File: src/rtl/uart_rx_os_if.sv
// Receive-side signal bundle for the oversampling UART receiver.
// master is the receiver itself; slave is whatever drives rx and consumes the bytes.
interface uart_rx_os_if;
  logic       rx;
  logic [7:0] dout;
  logic       done;
  logic       frame_err;
  logic       busy;

  modport master (input rx, output dout, done, frame_err, busy);
  modport slave  (output rx, input dout, done, frame_err, busy);
endinterface

File: src/rtl/uart_rx_os.sv
// 8N1 UART receiver with OVERSAMPLE-times oversampling, mid-bit sampling,
// start-glitch rejection and framing-error reporting.
module uart_rx_os #(
  parameter int unsigned CLK_FREQ   = 100000000,
  parameter int unsigned BAUD       = 9600,
  parameter int unsigned OVERSAMPLE = 16
) (
  input logic           clk,
  input logic           rst_n,
  uart_rx_os_if.master  bus
);

  localparam int unsigned Div   = CLK_FREQ / (BAUD * OVERSAMPLE);
  localparam int unsigned TcntW = (Div > 1) ? $clog2(Div) : 1;
  localparam int unsigned ScntW = $clog2(OVERSAMPLE);

  localparam logic [TcntW-1:0] TcntMax = TcntW'(Div - 1);
  localparam logic [ScntW-1:0] ScntMid = ScntW'(OVERSAMPLE / 2 - 1);
  localparam logic [ScntW-1:0] ScntEnd = ScntW'(OVERSAMPLE - 1);

  typedef enum logic [2:0] {StIdle, StStart, StData, StStop, StWaitHigh} state_e;

  state_e             state_q, state_d;
  logic               rx_meta_q, rx_s_q;
  logic [TcntW-1:0]   tcnt_q, tcnt_d;
  logic [ScntW-1:0]   scnt_q, scnt_d;
  logic [2:0]         bcnt_q, bcnt_d;
  logic [7:0]         shreg_q, shreg_d;
  logic [7:0]         dout_q, dout_d;
  logic               done_q, done_d;
  logic               ferr_q, ferr_d;
  logic               busy_q, busy_d;
  logic               tick;

  always_comb begin
    state_d = state_q;
    tcnt_d  = tcnt_q;
    scnt_d  = scnt_q;
    bcnt_d  = bcnt_q;
    shreg_d = shreg_q;
    dout_d  = dout_q;
    done_d  = 1'b0;
    ferr_d  = 1'b0;
    tick    = (tcnt_q == TcntMax);

    // Holding the divider at zero while idle aligns every tick to the start edge.
    if (state_q == StIdle || state_q == StWaitHigh) begin
      tcnt_d = '0;
      tick   = 1'b0;
    end else begin
      tcnt_d = tick ? '0 : tcnt_q + 1'b1;
    end

    if (tick) begin
      scnt_d = (scnt_q == ScntEnd) ? '0 : scnt_q + 1'b1;
    end

    unique case (state_q)
      StIdle: begin
        if (!rx_s_q) state_d = StStart;
      end
      StStart: begin
        if (tick && scnt_q == ScntMid) state_d = rx_s_q ? StIdle : StData;
      end
      StData: begin
        if (tick && scnt_q == ScntEnd) begin
          shreg_d = {rx_s_q, shreg_q[7:1]};
          bcnt_d  = bcnt_q + 1'b1;
          if (bcnt_q == 3'd7) state_d = StStop;
        end
      end
      StStop: begin
        if (tick && scnt_q == ScntEnd) begin
          if (rx_s_q) begin
            dout_d  = shreg_q;
            done_d  = 1'b1;
            state_d = StIdle;
          end else begin
            ferr_d  = 1'b1;
            state_d = StWaitHigh;
          end
        end
      end
      StWaitHigh: begin
        if (rx_s_q) state_d = StIdle;
      end
      default: state_d = StIdle;
    endcase

    if (state_d != state_q) scnt_d = '0;
    busy_d = (state_d != StIdle);
  end

  always_ff @(posedge clk or negedge rst_n) begin
    if (!rst_n) begin
      rx_meta_q <= 1'b1;
      rx_s_q    <= 1'b1;
      state_q   <= StIdle;
      tcnt_q    <= '0;
      scnt_q    <= '0;
      bcnt_q    <= '0;
      shreg_q   <= '0;
      dout_q    <= '0;
      done_q    <= 1'b0;
      ferr_q    <= 1'b0;
      busy_q    <= 1'b0;
    end else begin
      rx_meta_q <= bus.rx;
      rx_s_q    <= rx_meta_q;
      state_q   <= state_d;
      tcnt_q    <= tcnt_d;
      scnt_q    <= scnt_d;
      bcnt_q    <= bcnt_d;
      shreg_q   <= shreg_d;
      dout_q    <= dout_d;
      done_q    <= done_d;
      ferr_q    <= ferr_d;
      busy_q    <= busy_d;
    end
  end

  assign bus.dout      = dout_q;
  assign bus.done      = done_q;
  assign bus.frame_err = ferr_q;
  assign bus.busy      = busy_q;

endmodule
File: src/flat_wrapper.sv
// flat-port wrapper written by rule: the top's interface ports become plain ports
module uart_rx_os_flat 
#(
  parameter int unsigned CLK_FREQ   = 100000000,
  parameter int unsigned BAUD       = 9600,
  parameter int unsigned OVERSAMPLE = 16
)
  (clk, rst_n, bus_rx, bus_dout, bus_done, bus_frame_err, bus_busy);
  uart_rx_os_if bus_i ();
  input logic clk;
  input logic rst_n;
  input wire logic [$bits(bus_i.rx)-1:0] bus_rx;
  output wire logic [$bits(bus_i.dout)-1:0] bus_dout;
  output wire logic [$bits(bus_i.done)-1:0] bus_done;
  output wire logic [$bits(bus_i.frame_err)-1:0] bus_frame_err;
  output wire logic [$bits(bus_i.busy)-1:0] bus_busy;
  assign bus_i.rx = bus_rx;
  assign bus_dout = bus_i.dout;
  assign bus_done = bus_i.done;
  assign bus_frame_err = bus_i.frame_err;
  assign bus_busy = bus_i.busy;
  uart_rx_os #(.CLK_FREQ(CLK_FREQ), .BAUD(BAUD), .OVERSAMPLE(OVERSAMPLE)) u_core (.clk(clk), .rst_n(rst_n), .bus(bus_i));
endmodule
File: config.mk
export PLATFORM = sky130hd
export DESIGN_NAME = uart_rx_os_flat
export DESIGN_NICKNAME = d
export VERILOG_FILES = /design/src/rtl/uart_rx_os_if.sv /design/src/rtl/uart_rx_os.sv /design/src/flat_wrapper.sv
export SDC_FILE = /design/constraint.sdc
export NUM_CORES = 1
export LEC_CHECK = 0
export ABC_CLOCK_PERIOD_IN_PS = 2280
export BUFFER_PORTS_ARGS = -buffer_cell sky130_fd_sc_hd__buf_2
export CAP_MARGIN = 20
export CORE_MARGIN = 1
export CORE_UTILIZATION = 59
export CTS_BUF_LIST = sky130_fd_sc_hd__clkbuf_4 sky130_fd_sc_hd__clkbuf_8 sky130_fd_sc_hd__clkbuf_16
export DETAILED_ROUTE_END_ITERATION = 10
export GPL_ROUTABILITY_DRIVEN = 0
export MAX_ROUTING_LAYER = met4
export PLACE_DENSITY = 0.78
export SLEW_MARGIN = 20
export SYNTH_ARGS = -nofsm -noshare
export SYNTH_HDL_FRONTEND = slang
export SYNTH_SLANG_ARGS = --single-unit
File: constraint.sdc
create_clock -name clk -period 2.28 [get_ports clk]
set_input_delay 0.228 -clock clk [delete_from_list [all_inputs] [get_ports clk]]
set_output_delay 0.228 -clock clk [all_outputs]
set_load 0.02 [all_outputs]
==> flow_metrics.env <==
export IMPL_outcome="finished, violations left"
export IMPL_violations="hold timing"
export IMPL_power_density_nw_per_um2=581
export IMPL_grt_pass1_wl_um=5550
export IMPL_insertedDiodeCount=0
export IMPL_overflow=0
export IMPL_crit_arrival_ns=2.35
export IMPL_syn_inst=163
export IMPL_drcViolationCount=0
export IMPL_wl_met2_um=1570
export IMPL_rsz0062_at_grt="false"
export IMPL_ys_seq_area_frac=0.532
export IMPL_drt_iter0_drc=52
export IMPL_die_x_um=59.2
export IMPL_routed_top_layer="met4"
export IMPL_core_area_sq_um=3080
export IMPL_timing_setup_tns_ns=0
export IMPL_synth_top_cell_by_area="dfrtp_1"
export IMPL_clock_sinks=41
export IMPL_finalHoldViolations=22
export IMPL_min_path_type="input pin to async pin"
export IMPL_drt_total_wl_um=3270
export IMPL_synth_commonest_cells="dfrtp_1, nor2_1, mux2_2"
export IMPL_worstSetupStartpointType="flip-flop"
export IMPL_yosys_top_cells_area="dfrtp_1, mux2_2, mux2_4"
export IMPL_period_share=0.905
export IMPL_vdd_drop_max_uv=402
export IMPL_clock_latency_ns=0.34
export IMPL_finClkSkew_ns=0.0102
export IMPL_synth_flop_cell="dfrtp_1"
export IMPL_rr_startpoint="u_core.tcnt_q[2]$_DFF_PN0_"
export IMPL_async_reset_ff_frac=1.00
export IMPL_start_util=0.628
export IMPL_clockBufferDepth=2
export IMPL_fin_util=0.695
export IMPL_grt_pass1_vias=1243
export IMPL_area_growth_syn_to_layout_pct=10.8
export IMPL_io_pins=14
export IMPL_yosys_register_bits=41
export IMPL_cap_violations=0
export IMPL_grt_max_degree=42
export IMPL_dp_slack_ns=0.245
export IMPL_num_rows=20
export IMPL_ant_nets=0
export IMPL_postPlaceCellArea_sq_um=2040
export IMPL_r2r_cells=5
export IMPL_routed_wl_met3_um=109
export IMPL_cts_setup_buffers=0
export IMPL_r2r_end="u_core.bus.busy$_DFF_PN0_"
export IMPL_crit_path_max_fanout=13
export IMPL_post_drt_wl_per_cell_um=14.5
export IMPL_synth_nets=171
export IMPL_dieArea_sq_um=3510
export IMPL_wl_met1_um=1520
export IMPL_end_kind="flip-flop"
export IMPL_setup_viol=0
export IMPL_htreeDepth=2
export IMPL_postLayoutCellArea_sq_um=2140
export IMPL_place_inst=217
export IMPL_totalPowerFinal_mw=1.24
export IMPL_crit_type="flip-flop to flip-flop"
export IMPL_maxSlewViolCount=0
export IMPL_final_nets=189
export IMPL_first_pass_iters=4
export IMPL_layout_drive_gt1_share=0.253
export IMPL_r2r_slack_ns=0.22
export IMPL_avgSynthCellArea_sq_um=11.9
export IMPL_numCtsBuffers=5
export IMPL_yosys_warnings=0
export IMPL_tightest_slew_ns=0.867
export IMPL_whs_ns=-0.00702
export IMPL_relSlewSlack=0.422
export IMPL_synth_edff_count=0
export IMPL_dp_hpwl_um=2320
export IMPL_antenna_found_initial=0
export IMPL_io_buffers=13
export IMPL_grt_total_usage=0.222
export IMPL_synth_top_area_share=0.505
export IMPL_final_cells=226
export IMPL_synth_distinct_cells=40
export IMPL_cts_tree="yes"
export IMPL_leakagePower_nw=1.05
export IMPL_syn_area_sq_um=1930
export IMPL_yosysMostFrequentCell="dfrtp_1"
export IMPL_via_count=1276
export IMPL_critPathRequiredTime_ns=2.56
export IMPL_fmax_ghz=0.485
export IMPL_path_clk_slew_ns=0.12
export IMPL_via_per_inst=5.65
export IMPL_clock_root_buffer="clkbuf_4"
export IMPL_post_route_min_period_ns=2.06
export IMPL_die_h_um=59.2
export IMPL_setup_ws_ns=0.216
area by class of cell:
type,count,area [sq um]
multi-input cells,113,862
clock buffers,7,58.8
fillers,222,938
clock inverters,1,30.0
well taps,44,55.1
inverters,4,15.0
flip-flops and latches,41,1030
repair buffers,16,90.1
metal layers:
layer,vias up,GRT usage
met5,-,-
met4,0,0.112
met3,8,0.0393
met2,27,0.347
met1,625,0.277
li1,616,-
cell usage in the layout, fill, tap and decap left out, types with 2 or more instances in the layout:
cell type and instances:
and3_1 4, or4_1 2, dfstp_2 2, xnor2_1 8, xor2_1 3, mux2_4 7
nor3b_1 2, nor2_1 20, nand3_1 5, nand2_1 7, ha_1 5, clkbuf_4 6
a21oi_1 7, buf_4 2, buf_2 13, nor3_1 6, inv_1 4, mux2i_1 2
mux2_2 10, o21ai_0 4, or3_1 2, dfrtp_1 39
worst max-delay path, stage by stage (launching register included):
cell and delay (ns):
dfrtp_1 0.47, nor4b_4 0.30, nand4_2 0.14, or4_4 0.66
o21ai_0 0.27, or3_1 0.16
cells by family (layout without fill, tap and decap cells):
kind of cell,after synthesis,after routing,share of synthesized area
buffers and inverters,9,28,0.0214
adder cells (fa/ha/maj),5,5,0.0324
AND/OR/NAND/NOR,59,59,0.180
flip-flops,41,41,0.532
AO/OA/AOI/OAI,19,19,0.0609
XOR/XNOR,11,11,0.0499
multiplexers,19,19,0.123
flip-flops by register name, summed over array words and instances (netlist names):
name	flops
u_core.bcnt_q	3
u_core.bus.busy	1
u_core.bus.done	1
u_core.bus.dout	8
u_core.bus.frame_err	1
u_core.rx_meta_q	1
u_core.rx_s_q	1
u_core.scnt_q	4
u_core.shreg_q	8
u_core.state_q	3
u_core.tcnt_q	10
power by group:
part,switching [mW],leakage (nW),internal [mW]
clock,0.218,0.0489,0.274
sequential,0.00193,0.546,0.730
combinational,0.0160,0.458,0.00285
worst max path at each step:
stage / to / slack, ns / depth (start not counted) / from
floorplan: u_core.shreg_q[0]$_DFFE_PN0P_ / 0.23 / 5 / u_core.tcnt_q[4]$_DFF_PN0_
global placement: u_core.bus.busy$_DFF_PN0_ / 0.26 / 5 / u_core.tcnt_q[2]$_DFF_PN0_
detailed placement: u_core.bus.busy$_DFF_PN0_ / 0.25 / 5 / u_core.tcnt_q[4]$_DFF_PN0_
CTS: u_core.bus.busy$_DFF_PN0_ / 0.21 / 5 / u_core.tcnt_q[2]$_DFF_PN0_
global route: u_core.bus.busy$_DFF_PN0_ / 0.08 / 5 / u_core.tcnt_q[2]$_DFF_PN0_
finish: u_core.bus.busy$_DFF_PN0_ / 0.22 / 5 / u_core.tcnt_q[2]$_DFF_PN0_
timing repair:
action	4_1_cts	5_1_grt
hold endpoints to repair	1	0
hold buffers	1	0
gates resized for setup	0	0
Note: power is estimated with default switching activity, not from simulation.
